[src/rtl/alu_issue_ctrl_if.sv]
// Issue-side and ALU-side signal bundle for alu_issue_ctrl.
// slave  : the issue controller itself.
// master : the environment (instruction source, ALU, writeback observer).
interface alu_issue_ctrl_if;
    logic        instr_valid;
    logic        instr_ready;
    logic [15:0] instr;
    logic [7:0]  alu_operand1;
    logic [7:0]  alu_operand2;
    logic [2:0]  alu_operation;
    logic        alu_enable;
    logic [7:0]  alu_result;
    logic        wb_valid;
    logic [1:0]  wb_addr;
    logic [7:0]  wb_data;
    logic        zero_flag;

    modport slave (
        input  instr_valid, instr, alu_result,
        output instr_ready, alu_operand1, alu_operand2, alu_operation,
               alu_enable, wb_valid, wb_addr, wb_data, zero_flag
    );

    modport master (
        output instr_valid, instr, alu_result,
        input  instr_ready, alu_operand1, alu_operand2, alu_operation,
               alu_enable, wb_valid, wb_addr, wb_data, zero_flag
    );
endinterface

[src/rtl/alu_issue_ctrl.sv]
// alu_issue_ctrl: single-issue controller with a 4 x 8-bit register file.
// Instructions are NOP, LDI (load immediate) or ALU ops handed to an external
// ALU for one EXEC cycle, then written back in a one-cycle WB state.
// Optional feature: define ALU_ZERO_FLAG_EN to make zero_flag track whether
// the last written-back value was zero; otherwise zero_flag is tied low.
module alu_issue_ctrl (
    input  logic          clk,
    input  logic          rst,
    alu_issue_ctrl_if.slave bus
);
    typedef enum logic [1:0] {
        IDLE = 2'd0,
        EXEC = 2'd1,
        WB   = 2'd2
    } state_t;

    localparam logic [2:0] OP_NOP = 3'b000;
    localparam logic [2:0] OP_LDI = 3'b001;

    state_t      state_reg, state_next;
    logic [7:0]  regs_reg [4];
    logic [1:0]  rd_reg;
    logic [7:0]  op1_reg, op2_reg;
    logic [2:0]  op_reg;
    logic [1:0]  wb_addr_reg;
    logic [7:0]  wb_data_reg;

    logic        accept;
    logic        ready_c;
    logic        alu_enable_c;
    logic        wb_valid_c;

    logic [2:0]  f_op;
    logic [1:0]  f_rd, f_rs;
    logic [7:0]  f_imm;
    logic        instr_unused;

    assign f_op         = bus.instr[15:13];
    assign f_rd         = bus.instr[12:11];
    assign f_rs         = bus.instr[10:9];
    assign f_imm        = bus.instr[7:0];
    assign instr_unused = bus.instr[8];

    // Next-state decode and state-derived strobes.
    always_comb begin
        state_next   = state_reg;
        ready_c      = 1'b0;
        alu_enable_c = 1'b0;
        wb_valid_c   = 1'b0;
        accept       = 1'b0;
        case (state_reg)
            IDLE: begin
                ready_c = 1'b1;
                accept  = bus.instr_valid;
                if (bus.instr_valid) begin
                    if (f_op == OP_LDI)
                        state_next = WB;
                    else if (f_op != OP_NOP)
                        state_next = EXEC;
                end
            end
            EXEC: begin
                alu_enable_c = 1'b1;
                state_next   = WB;
            end
            WB: begin
                wb_valid_c = 1'b1;
                state_next = IDLE;
            end
            default: state_next = IDLE;
        endcase
    end

    // State register.
    always_ff @(posedge clk or posedge rst) begin
        if (rst)
            state_reg <= IDLE;
        else
            state_reg <= state_next;
    end

    // Operand/opcode capture at accept; writeback value capture on entry to WB
    // so wb_addr/wb_data only change when a new writeback is presented.
    always_ff @(posedge clk or posedge rst) begin
        if (rst) begin
            op1_reg     <= 8'h00;
            op2_reg     <= 8'h00;
            op_reg      <= 3'b000;
            rd_reg      <= 2'd0;
            wb_addr_reg <= 2'd0;
            wb_data_reg <= 8'h00;
        end else begin
            if (accept && f_op != OP_NOP && f_op != OP_LDI) begin
                op1_reg <= regs_reg[f_rd];
                op2_reg <= regs_reg[f_rs];
                op_reg  <= f_op;
                rd_reg  <= f_rd;
            end
            if (accept && f_op == OP_LDI) begin
                wb_addr_reg <= f_rd;
                wb_data_reg <= f_imm;
            end
            if (state_reg == EXEC) begin
                wb_addr_reg <= rd_reg;
                wb_data_reg <= bus.alu_result;
            end
        end
    end

    // Register file: each entry commits on the WB->IDLE edge when addressed.
    for (genvar gi = 0; gi < 4; gi++) begin : g_regs
        always_ff @(posedge clk or posedge rst) begin
            if (rst)
                regs_reg[gi] <= 8'h00;
            else if (state_reg == WB && wb_addr_reg == 2'(gi))
                regs_reg[gi] <= wb_data_reg;
        end
    end

`ifdef ALU_ZERO_FLAG_EN
    logic zero_flag_reg;

    // Zero flag follows the committed writeback value.
    always_ff @(posedge clk or posedge rst) begin
        if (rst)
            zero_flag_reg <= 1'b0;
        else if (state_reg == WB)
            zero_flag_reg <= (wb_data_reg == 8'h00);
    end

    assign bus.zero_flag = zero_flag_reg;
`else
    assign bus.zero_flag = 1'b0;
`endif

    // Ready is masked by reset so it reads low while rst is held.
    assign bus.instr_ready   = ready_c & ~rst;
    assign bus.alu_enable    = alu_enable_c;
    assign bus.alu_operand1  = op1_reg;
    assign bus.alu_operand2  = op2_reg;
    assign bus.alu_operation = op_reg;
    assign bus.wb_valid      = wb_valid_c;
    assign bus.wb_addr       = wb_addr_reg;
    assign bus.wb_data       = wb_data_reg;
endmodule
[src/flat_wrapper.sv]
// flat-port wrapper written by rule: the top's interface ports become plain ports
module alu_issue_ctrl_flat 
  (clk, rst, bus_instr_valid, bus_instr, bus_alu_result, bus_instr_ready, bus_alu_operand1, bus_alu_operand2, bus_alu_operation, bus_alu_enable, bus_wb_valid, bus_wb_addr, bus_wb_data, bus_zero_flag);
  alu_issue_ctrl_if bus_i ();
  input  logic clk;
  input  logic rst;
  input wire logic [$bits(bus_i.instr_valid)-1:0] bus_instr_valid;
  input wire logic [$bits(bus_i.instr)-1:0] bus_instr;
  input wire logic [$bits(bus_i.alu_result)-1:0] bus_alu_result;
  output wire logic [$bits(bus_i.instr_ready)-1:0] bus_instr_ready;
  output wire logic [$bits(bus_i.alu_operand1)-1:0] bus_alu_operand1;
  output wire logic [$bits(bus_i.alu_operand2)-1:0] bus_alu_operand2;
  output wire logic [$bits(bus_i.alu_operation)-1:0] bus_alu_operation;
  output wire logic [$bits(bus_i.alu_enable)-1:0] bus_alu_enable;
  output wire logic [$bits(bus_i.wb_valid)-1:0] bus_wb_valid;
  output wire logic [$bits(bus_i.wb_addr)-1:0] bus_wb_addr;
  output wire logic [$bits(bus_i.wb_data)-1:0] bus_wb_data;
  output wire logic [$bits(bus_i.zero_flag)-1:0] bus_zero_flag;
  assign bus_i.instr_valid = bus_instr_valid;
  assign bus_i.instr = bus_instr;
  assign bus_i.alu_result = bus_alu_result;
  assign bus_instr_ready = bus_i.instr_ready;
  assign bus_alu_operand1 = bus_i.alu_operand1;
  assign bus_alu_operand2 = bus_i.alu_operand2;
  assign bus_alu_operation = bus_i.alu_operation;
  assign bus_alu_enable = bus_i.alu_enable;
  assign bus_wb_valid = bus_i.wb_valid;
  assign bus_wb_addr = bus_i.wb_addr;
  assign bus_wb_data = bus_i.wb_data;
  assign bus_zero_flag = bus_i.zero_flag;
  alu_issue_ctrl u_core (.clk(clk), .rst(rst), .bus(bus_i));
endmodule
[config.mk]
export PLATFORM = sky130hd
export DESIGN_NAME = alu_issue_ctrl_flat
export DESIGN_NICKNAME = d
export VERILOG_FILES = /design/src/rtl/alu_issue_ctrl_if.sv /design/src/rtl/alu_issue_ctrl.sv /design/src/flat_wrapper.sv
export SDC_FILE = /design/constraint.sdc
export NUM_CORES = 1
export LEC_CHECK = 0
export ABC_AREA = 1
export ABC_CLOCK_PERIOD_IN_PS = 3600
export BUFFER_PORTS_ARGS = -buffer_cell sky130_fd_sc_hd__buf_2
export CORE_MARGIN = 2
export CORE_UTILIZATION = 60
export CTS_CLUSTER_DIAMETER = 200
export CTS_CLUSTER_SIZE = 30
export DETAILED_ROUTE_END_ITERATION = 6
export PLACE_DENSITY = 0.91
export SLEW_MARGIN = 20
export SYNTH_ARGS = -nofsm -noshare
export SYNTH_HDL_FRONTEND = slang
export SYNTH_SLANG_ARGS = --single-unit
[constraint.sdc]
create_clock -name clk -period 3.6 [get_ports clk]
set_input_delay 0.36 -clock clk [delete_from_list [all_inputs] [get_ports clk]]
set_output_delay 0.36 -clock clk [all_outputs]
set_load 0.05 [all_outputs]
==> impl_metrics.tcl, run 1 <==
set metrics [dict create \
    peakVddDrop_mv 0.5550 \
    synthToLayoutAreaGrowth_pct 13.10 \
    p_leak_nw 2.151 \
    final_hold_viol_count 0 \
    maxSlewHeadroom_pct 43.22 \
    drv_cap 0 \
    async_reset_ff_share_pct 100.0 \
    r2r_start "u_core.state_reg[0]$_DFFE_PP0P_" \
    synth_area_sq_mm 0.003284 \
    worst_slack_ns 1.353 \
    setup_viol 0 \
    largest_reg_flops 32 \
    post-place-ws_ns 1.698 \
    vias 2982 \
    reg2reg_to "u_core.bus.wb_data[7]$_DFFE_PP0P_" \
    synthesis.nets 479 \
    antenna_cells 0 \
    period_share_pct 62.43 \
    arrival_ns 1.89 \
    core_sq_mm 0.005205 \
    skew_ns 0.004772 \
    grt_max_degree 44 \
    die-area_sq_mm 0.006082 \
    crit_end "bus_alu_enable" \
    rsz0062_at_grt "no" \
    post_cts_buffers 0 \
    io_pins 60 \
    postPlaceCellArea_sq_mm 0.003552 \
    cts_root_buf "clkbuf_8" \
    ant_nets 0 \
    fp.dieH_um 77.99 \
    r2r_cells 4 \
    drt_iter0_drc 275 \
    seq_area_frac_synth_pct 49.52 \
    cp-startpoint "u_core.state_reg[1]$_DFFE_PP0P_" \
    fin_area_sq_mm 0.003715 \
    endpoint_kind "primary output" \
    yosys_most_used_dff "dfrtp_1" \
    synthCells 452 \
    drc 0 \
    max_freq_ghz 0.4450 \
    required_ns 3.24 \
    avgSynthCellArea_sq_um 7.266 \
    p_per_area_mw_per_mm2 803.2 \
    cts_max_level 3 \
    dr.pass1.iters 5 \
    wl_per_cell_um 12.75 \
    path_clk_slew_ns 0.06 \
    clock-sinks 65 \
    nets 527 \
    rows 26 \
    r2r_slack_ns 1.93 \
    post-dp-hpwl_um 4886 \
    start_util_pct 63.10 \
    fp.dieW_um 77.99 \
    wirelength_um 7304 \
    cts_tree "built" \
    start_kind "flip-flop" \
    cts_hold_buf 0 \
    hp-class "primary input to asynchronous set/reset pin" \
    drive_above_1_share_pct 18.49 \
    antenna_found_initial 0 \
    final_max_slew_viol_count 0 \
    clockBufferDepth 2 \
    grt-ovfl-total 0 \
    fillers 413 \
    grt_pass1_vias 2704 \
    vias_per_cell 5.204 \
    gr-usage-all-layers_pct 25.47 \
    gp_congestion 0.8072 \
    fin_tns_setup_ns 0 \
    layout_commonest_cell "nand2_1" \
    status "finished, final reports clean" \
    synth_seq_cells 65 \
    worst-slew-pin-transition_ns 0.8505 \
    period_needed_ns 2.247 \
    synth_warnings 0 \
    ys_types 20 \
    worst-setup-path-type "flip-flop to primary output" \
    cts-resized-gates 0 \
    critPathMaxFanout 22 \
    clk_latency_ns 0.34 \
    numCtsBuffers 9 \
    grt_pass1_wl_um 12110 \
    synth_edf_count 0 \
    layout_common_cells "nand2_1 (224), dfrtp_1 (65), buf_2 (57)" \
    io_buffers 57 \
]
worst min-delay path by stage:
stage	slack, ns	to	cells past startpoint
final	0.20	u_core.regs_reg[4]$_DFFE_PP0P_	2
after global routing	0.27	u_core.bus.alu_operation[0]$_DFFE_PP0P_	3
after CTS	0.23	u_core.bus.wb_data[3]$_DFFE_PP0P_	2
after detailed placement	0.46	u_core.bus.alu_operand1[6]$_DFFE_PP0P_	2
after global placement	0.45	u_core.bus.alu_operation[2]$_DFFE_PP0P_	2
after floorplan	0.45	u_core.regs_reg[0]$_DFFE_PP0P_	2
critical path: stages, from the launching register on:
cell     delay, ns
dfrtp_1       0.39
inv_2         0.10
nand2_1       0.41
inv_2         0.34
buf_2         0.31
per-stage QoR:
stage | total power [mW] | instances | hold WS (ns) | utilization [%]
after global routing | 3.184 | 573 | 0.2677 | 71.37
after CTS | 2.979 | 573 | 0.2344 | 71.37
after detailed placement | 2.446 | 559 | 0.4600 | 68.25
after floorplan | 2.169 | 452 | 0.4550 | -
after global placement | 2.397 | 559 | 0.4506 | 68.25
final | 2.984 | 573 | 0.2044 | 71.37
cell families (layout without fill, tap and decap cells):
logic type | Yosys count | after routing | synth area share [%]
flops | 65 | 65 | 49.52
compound gates | 34 | 34 | 6.095
buf+inv | 72 | 123 | 9.257
other cells | 1 | 1 | 0.1142
simple gates | 280 | 280 | 35.01
cell usage after synthesis (3+ instances only):
master,number,area share [%]
inv_1,44,5.0
nor2_1,4,0.46
nand3_1,43,6.6
inv_2,6,0.69
o21ai_2,8,2.1
nand2_1,224,26
nand2_2,3,0.57
buf_2,15,2.3
dfrtp_1,65,50
o21ai_1,26,4.0
final cells by class:
cell class | instances | area [sq um] | share of cell area (%)
multi-input combinational | 315 | 1354 | 36.44
inverter | 51 | 191.4 | 5.153
timing repair buffer | 58 | 292.8 | 7.881
sequential | 65 | 1627 | 43.79
clock buffer | 14 | 162.7 | 4.379
tap | 70 | 87.58 | 2.358
report_power, final:
group / total (mW) / internal, mW / switching (mW)
Clock: 0.526 / 0.281 / 0.245
Sequential: 1.18 / 1.02 / 0.167
Combinational: 1.28 / 0.340 / 0.936
Total: 2.98 / 1.64 / 1.35
metal layers:
| metal | wire length [um] | up-vias | track usage, % |
|---|---|---|---|
| met3 | 557 | 19 | 4.651 |
| li1 | - | 1476 | - |
| met4 | 142 | 0 | 10.70 |
| met2 | 3403 | 159 | 41.81 |
| met5 | 0 | - | 0 |
| met1 | 3201 | 1328 | 33.41 |
Power figures use the tool's default switching activity.
==> inputs of run 2 (changes only) <==
--- a/config.mk
+++ b/config.mk
@@ -6,14 +6,14 @@
 export NUM_CORES = 1
 export LEC_CHECK = 0
 export ABC_AREA = 1
-export ABC_CLOCK_PERIOD_IN_PS = 3600
+export ABC_CLOCK_PERIOD_IN_PS = 2330
 export BUFFER_PORTS_ARGS = -buffer_cell sky130_fd_sc_hd__buf_2
 export CORE_MARGIN = 2
-export CORE_UTILIZATION = 60
+export CORE_UTILIZATION = 55
 export CTS_CLUSTER_DIAMETER = 200
 export CTS_CLUSTER_SIZE = 30
 export DETAILED_ROUTE_END_ITERATION = 6
-export PLACE_DENSITY = 0.91
+export PLACE_DENSITY = 0.85
 export SLEW_MARGIN = 20
 export SYNTH_ARGS = -nofsm -noshare
 export SYNTH_HDL_FRONTEND = slang
==> constraint.sdc (replaced) <==
create_clock -name clk -period 2.33 [get_ports clk]
set_input_delay 0.233 -clock clk [delete_from_list [all_inputs] [get_ports clk]]
set_output_delay 0.233 -clock clk [all_outputs]
set_load 0.05 [all_outputs]
==> impl_metrics.tcl, run 2 (synthesis results as in run 1) <==
set metrics [dict create \
    worst-slew-pin-transition_ns 0.6608 \
    reg2reg_to "u_core.rd_reg[0]$_DFFE_PP0P_" \
    path_cells "inv_2, nand2_1, inv_2, buf_2" \
    grt_pass1_wl_um 11880 \
    fp.dieW_um 81.28 \
    cts_hold_buf 1 \
    gr-usage-all-layers_pct 23.46 \
    vias_per_cell 5.094 \
    r2r_slack_ns 0.78 \
    layout_commonest_cell "nand2_1" \
    final_max_slew_viol_count 0 \
    p_per_area_mw_per_mm2 1255 \
    status "finished, final reports clean" \
    fin_area_sq_mm 0.003780 \
    final_hold_viol_count 0 \
    grt_max_degree 25 \
    worst-setup-path-type "flip-flop to primary output" \
    min_path_cells 3 \
    cts_tree "built" \
    io_buffers 57 \
    antenna_found_initial 0 \
    fin_tns_setup_ns 0 \
    antenna_cells 0 \
    wl_per_cell_um 12.14 \
    arrival_ns 1.39 \
    post_cts_buffers 0 \
    critPathMaxFanout 11 \
    path_delay_family "buffers and inverters" \
    grt_pass1_vias 2631 \
    grt-ovfl-total 0 \
    cts_root_buf "clkbuf_8" \
    vias 2970 \
    nets 530 \
    holdCritStartpoint "bus_instr[13]" \
    synthToLayoutAreaGrowth_pct 15.09 \
    die-area_sq_mm 0.006606 \
    start_util_pct 56.14 \
    peakVddDrop_mv 0.7558 \
    clock-sinks 65 \
    gp_congestion 0.7918 \
    dr.pass1.iters 5 \
    period_share_pct 69.82 \
    post-dp-hpwl_um 5143 \
    drv_cap 0 \
    cts-resized-gates 0 \
    setup_viol 0 \
    required_ns 2.10 \
    drt_iter0_drc 377 \
    wirelength_um 7075 \
    postPlaceCellArea_sq_mm 0.003573 \
    start_kind "flip-flop" \
    endpoint_kind "primary output" \
    ant_nets 0 \
    core_sq_mm 0.005851 \
    cts_max_level 3 \
    io_pins 60 \
    drive_above_1_share_pct 19.49 \
    cp_slowest_stage_delay_ns 0.40 \
    largest_reg_flops 32 \
    fillers 483 \
    skew_ns 0.008709 \
    maxSlewHeadroom_pct 55.84 \
    numCtsBuffers 9 \
    r2r_start "u_core.state_reg[1]$_DFFE_PP0P_" \
    fp.dieH_um 81.28 \
    drc 0 \
    path_clk_slew_ns 0.07 \
    path_buf_inv 3 \
    r2r_cells 6 \
    rsz0062_at_grt "no" \
    period_needed_ns 1.627 \
    hold_path_end "u_core.bus.alu_operation[0]$_DFFE_PP0P_" \
    rows 28 \
    clockBufferDepth 2 \
    p_leak_nw 2.178 \
    hp-class "primary input to flip-flop" \
    layout_common_cells "nand2_1 (224), dfrtp_1 (65), buf_2 (57)" \
    max_freq_ghz 0.6147 \
    cpMaxStageDelayCell "dfrtp_1" \
    cp_common_cell "inv_2" \
    clk_latency_ns 0.34 \
]
run 2: cell count changes in the layout (fill, tap and decap cells not counted), sizes merged:
cell	previous run	this run
clkbuf	14	11
buf	58	60
clkinv	1	3
clkinvlp	0	2
bufinv	0	1
dlygate4sd3	0	1
run 2: worst max path at each step:
stage                                               start                                     end  slack [ns]  cells after the start
after floorplan                                       rst  u_core.bus.alu_operand1[0]$_DFFE_PP0P_        0.47                      1
after global placement                      bus_instr[15]       u_core.bus.wb_data[6]$_DFFE_PP0P_        0.81                      6
after detailed placement  u_core.state_reg[1]$_DFFE_PP0P_            u_core.rd_reg[0]$_DFFE_PP0P_        0.78                      6
after CTS                 u_core.state_reg[1]$_DFFE_PP0P_                          bus_alu_enable        0.67                      4
after global routing      u_core.state_reg[1]$_DFFE_PP0P_                          bus_alu_enable        0.60                      4
final                     u_core.state_reg[1]$_DFFE_PP0P_                          bus_alu_enable        0.70                      4
run 2: worst min-delay path, cell delays in order:
cell	delay, ns
buf_2	0.09
nand2_1	0.06
nand2_1	0.05
run 2: metrics by stage:
stage | utilization [%] | hold WS (ns) | total power [mW] | worst slack, ns | cells
floorplan | - | 0.3426 | 3.351 | 0.4705 | 452
global placement | 61.08 | 0.2861 | 3.724 | 0.8130 | 566
detailed placement | 61.08 | 0.2988 | 3.804 | 0.7835 | 566
CTS | 64.61 | 0.1040 | 4.771 | 0.6707 | 583
global route | 64.61 | 0.1427 | 5.087 | 0.6036 | 583
finish | 64.61 | 0.1147 | 4.746 | 0.7033 | 583
run 2: power by group:
| part | switching (mW) | internal [mW] | leakage, nW |
|---|---|---|---|
| clock | 0.425 | 0.519 | 0.0953 |
| combinational | 1.43 | 0.529 | 1.25 |
| sequential | 0.279 | 1.57 | 0.832 |
| total | 2.13 | 2.62 | 2.18 |
run 2: cell type report:
cell class	instances	area [sq um]	area share [%]
Timing Repair Buffer	61	317.8	8.408
Multi-Input combinational cell	315	1354	35.82
Tap cell	75	93.84	2.483
Sequential cell	65	1627	43.03
Inverter	51	191.4	5.065
Clock buffer	11	141.4	3.740
Clock inverter	5	55.05	1.456
run 2: metal layers:
layer  part of all wire [%]  up-vias  routed length (um)  GRT usage (%)
met5                      0        -                   0              0
met1                     47     1366                3292          32.29
met3                    6.3       12                 447          5.111
met4                    1.8        0                 129          10.00
met2                     45      103                3206          35.82
li1                       -     1489                   -              -
==> inputs of run 3 (changes only) <==
--- a/config.mk
+++ b/config.mk
@@ -5,11 +5,11 @@
 export SDC_FILE = /design/constraint.sdc
 export NUM_CORES = 1
 export LEC_CHECK = 0
-export ABC_AREA = 1
-export ABC_CLOCK_PERIOD_IN_PS = 2330
+export ABC_AREA = 0
+export ABC_CLOCK_PERIOD_IN_PS = 1700
 export BUFFER_PORTS_ARGS = -buffer_cell sky130_fd_sc_hd__buf_2
 export CORE_MARGIN = 2
-export CORE_UTILIZATION = 55
+export CORE_UTILIZATION = 54
 export CTS_CLUSTER_DIAMETER = 200
 export CTS_CLUSTER_SIZE = 30
 export DETAILED_ROUTE_END_ITERATION = 6
==> constraint.sdc (replaced) <==
create_clock -name clk -period 1.7 [get_ports clk]
set_input_delay 0.17 -clock clk [delete_from_list [all_inputs] [get_ports clk]]
set_output_delay 0.17 -clock clk [all_outputs]
set_load 0.05 [all_outputs]
==> impl_metrics.tcl, run 3 <==
set metrics [dict create \
    instances_no_fill 326 \
    p_int_mw 3.977 \
    cpMaxStageDelayCell "dfrtp_1" \
    synthCells 181 \
    drive_above_1_share_pct 67.72 \
    max_freq_ghz 0.6180 \
    avgSynthCellArea_sq_um 16.44 \
    r2r_cells 4 \
    post-place-ws_ns 0.1009 \
    synthesis.nets 208 \
    fin_area_sq_mm 0.003577 \
    endpoint_kind "primary output" \
    start_kind "flip-flop" \
    rows 27 \
    synth_area_sq_mm 0.002975 \
    period_share_pct 95.19 \
    use_met3_pct 5.402 \
    arrival_ns 1.45 \
    die-area_sq_mm 0.006120 \
    status "finished, final reports clean" \
    met2_usage_pct 35.17 \
    final_hold_viol_count 0 \
    largest_reg_flops 32 \
    setup_viol 0 \
    dr.pass1.iters 4 \
    yosys.area.top_type_share_pct 54.67 \
    worst-setup-path-type "flip-flop to primary output" \
    synth_top_area_cell "dfrtp_1" \
    drt_iter0_drc 114 \
    vias 1818 \
    synth_common_cells "mux2_2 (71), dfrtp_1 (65), mux4_2 (16)" \
    clockPowerShare_pct 16.1 \
    fp.dieH_um 78.23 \
    layout_common_cells "mux2_2 (71), dfrtp_1 (65), buf_2 (56)" \
    min_path_cells 2 \
    period_needed_ns 1.618 \
    ant_nets 0 \
    synth_top_cells_by_area "dfrtp_1 (55%), mux2_2 (27%), mux4_2 (12%)" \
    nets 279 \
    p_per_area_mw_per_mm2 1859 \
    seqPwrFrac_pct 41.6 \
    gr-usage-all-layers_pct 21.42 \
    rsz0062_at_grt "no" \
    antenna_cells 0 \
    gp_congestion 0.7694 \
    wl_per_cell_um 17.65 \
    power.switching_mw 2.672 \
    start_util_pct 55.05 \
    grt_most_used_layer "met2" \
    worst_slack_ns 0.08178 \
    p_comb_share_pct 42.3 \
    layout_commonest_cell "mux2_2" \
    antenna_found_initial 0 \
    path_buf_inv 2 \
    peakVddDrop_mv 1.084 \
    drc 0 \
    cp_common_cell "buf_4" \
    async_reset_ff_share_pct 100.0 \
    post-dp-hpwl_um 3936 \
    synth_edf_count 0 \
    grt_pass1_vias 1965 \
    hp-class "primary input to flip-flop" \
    critPathMaxFanout 11 \
    final_max_slew_viol_count 0 \
    post_cts_buffers 0 \
    path_clk_slew_ns 0.07 \
    power_mw 6.648 \
    cp_slowest_stage_delay_ns 0.48 \
    wirelength_um 5753 \
    yosys.cell_count.top_type "mux2_2" \
    use_met1_pct 27.33 \
    io_pins 60 \
    path_delay_family "flip-flops" \
    numCtsBuffers 9 \
    fp.dieW_um 78.23 \
    postPlaceCellArea_sq_mm 0.003415 \
    dp_cells 312 \
    cts_root_buf "clkbuf_8" \
    synthToLayoutAreaGrowth_pct 20.23 \
    drv_cap 0 \
    ys_types 21 \
    p_leak_nw 1.617 \
    grt_max_degree 66 \
    vias_per_cell 5.577 \
    core_sq_mm 0.005405 \
    clk_latency_ns 0.34 \
    fin_tns_setup_ns 0 \
    grt_pass1_wl_um 9749 \
    io_buffers 57 \
    clock-sinks 65 \
    synth_warnings 0 \
    skew_ns 0.007701 \
    seq_area_frac_synth_pct 54.67 \
    path_cells "nor2b_1, buf_4, buf_4" \
    cts_max_level 3 \
    grt-ovfl-total 0 \
    switching_share_pct 40.19 \
    fillers 401 \
    path_depth 3 \
    clockBufferDepth 2 \
    cts_tree "built" \
    required_ns 1.53 \
    final_util_pct 66.18 \
    holdWs_ns 0.08374 \
    synth_seq_cells 65 \
    yosys_most_used_dff "dfrtp_1" \
]
## run 3: repair_timing
| item | CTS | global route |
|---|---|---|
| endpoints found under the hold margin | 65 | 0 |
| resized for setup | 1 | 0 |
| setup endpoints to repair | 1 | 0 |
| hold buffers | 1 | 0 |
## run 3: worst register-to-register path, cell delays in order (launching register included)
cell and delay (ns):
dfrtp_1 0.48, nor2b_1 0.17, buf_4 0.22, mux2_2 0.36
mux2_2 0.27
## run 3: area by class of cell
class	instances	area [sq um]	share of cell area (%)
inverter	2	11.26	0.3148
clock inverter	1	5.005	0.1399
sequential	65	1627	45.47
multi-input combinational	103	1291	36.10
timing repair buffer	71	407.9	11.40
tap	72	90.09	2.518
clock buffer	12	145.1	4.057
## run 3: cells by family (layout without fill, tap and decap cells)
kind of cell	Yosys count	in the layout	synth area share [%]
multiplexers	87	87	38.98
AO/OA/AOI/OAI	4	4	1.009
AND/OR/NAND/NOR	11	11	3.112
other	1	1	0.1260
flip-flops	65	65	54.67
buffers and inverters	13	86	2.103
## run 3: worst paths after layout
kind	start	to	slack, ns
setup / recovery	u_core.state_reg[0]$_DFFE_PP0P_	bus_alu_enable	0.08
hold / removal	bus_instr[13]	u_core.bus.alu_operation[0]$_DFFE_PP0P_	0.08
setup reg to reg	u_core.state_reg[0]$_DFFE_PP0P_	u_core.bus.wb_data[4]$_DFFE_PP0P_	0.08
hold reg to reg	u_core.bus.alu_operand2[0]$_DFFE_PP0P_	u_core.bus.alu_operand2[0]$_DFFE_PP0P_	0.50
max in group asynchronous	rst	u_core.regs_reg[6]$_DFFE_PP0P_	0.95
min in group asynchronous	rst	u_core.state_reg[1]$_DFFE_PP0P_	0.47
## run 3: power by group through the flow
| stage | clock network [mW] | registers, mW | logic, mW |
|---|---|---|---|
| 2_1_floorplan | 0 | 3.70 | 1.21 |
| 3_3_place_gp | 0 | 2.74 | 2.76 |
| 3_5_place_dp | 0 | 2.79 | 2.83 |
| 4_1_cts | 1.09 | 2.77 | 2.84 |
| 5_1_grt | 1.17 | 2.89 | 2.95 |
| 6_report | 1.07 | 2.77 | 2.81 |
## run 3: per-layer routing
| metal | part of all wire, % | up-vias |
|---|---|---|
| li1 | - | 819 |
| met1 | 42 | 950 |
| met2 | 53 | 44 |
| met3 | 4.1 | 5 |
| met4 | 0.96 | 0 |
| met5 | 0 | - |
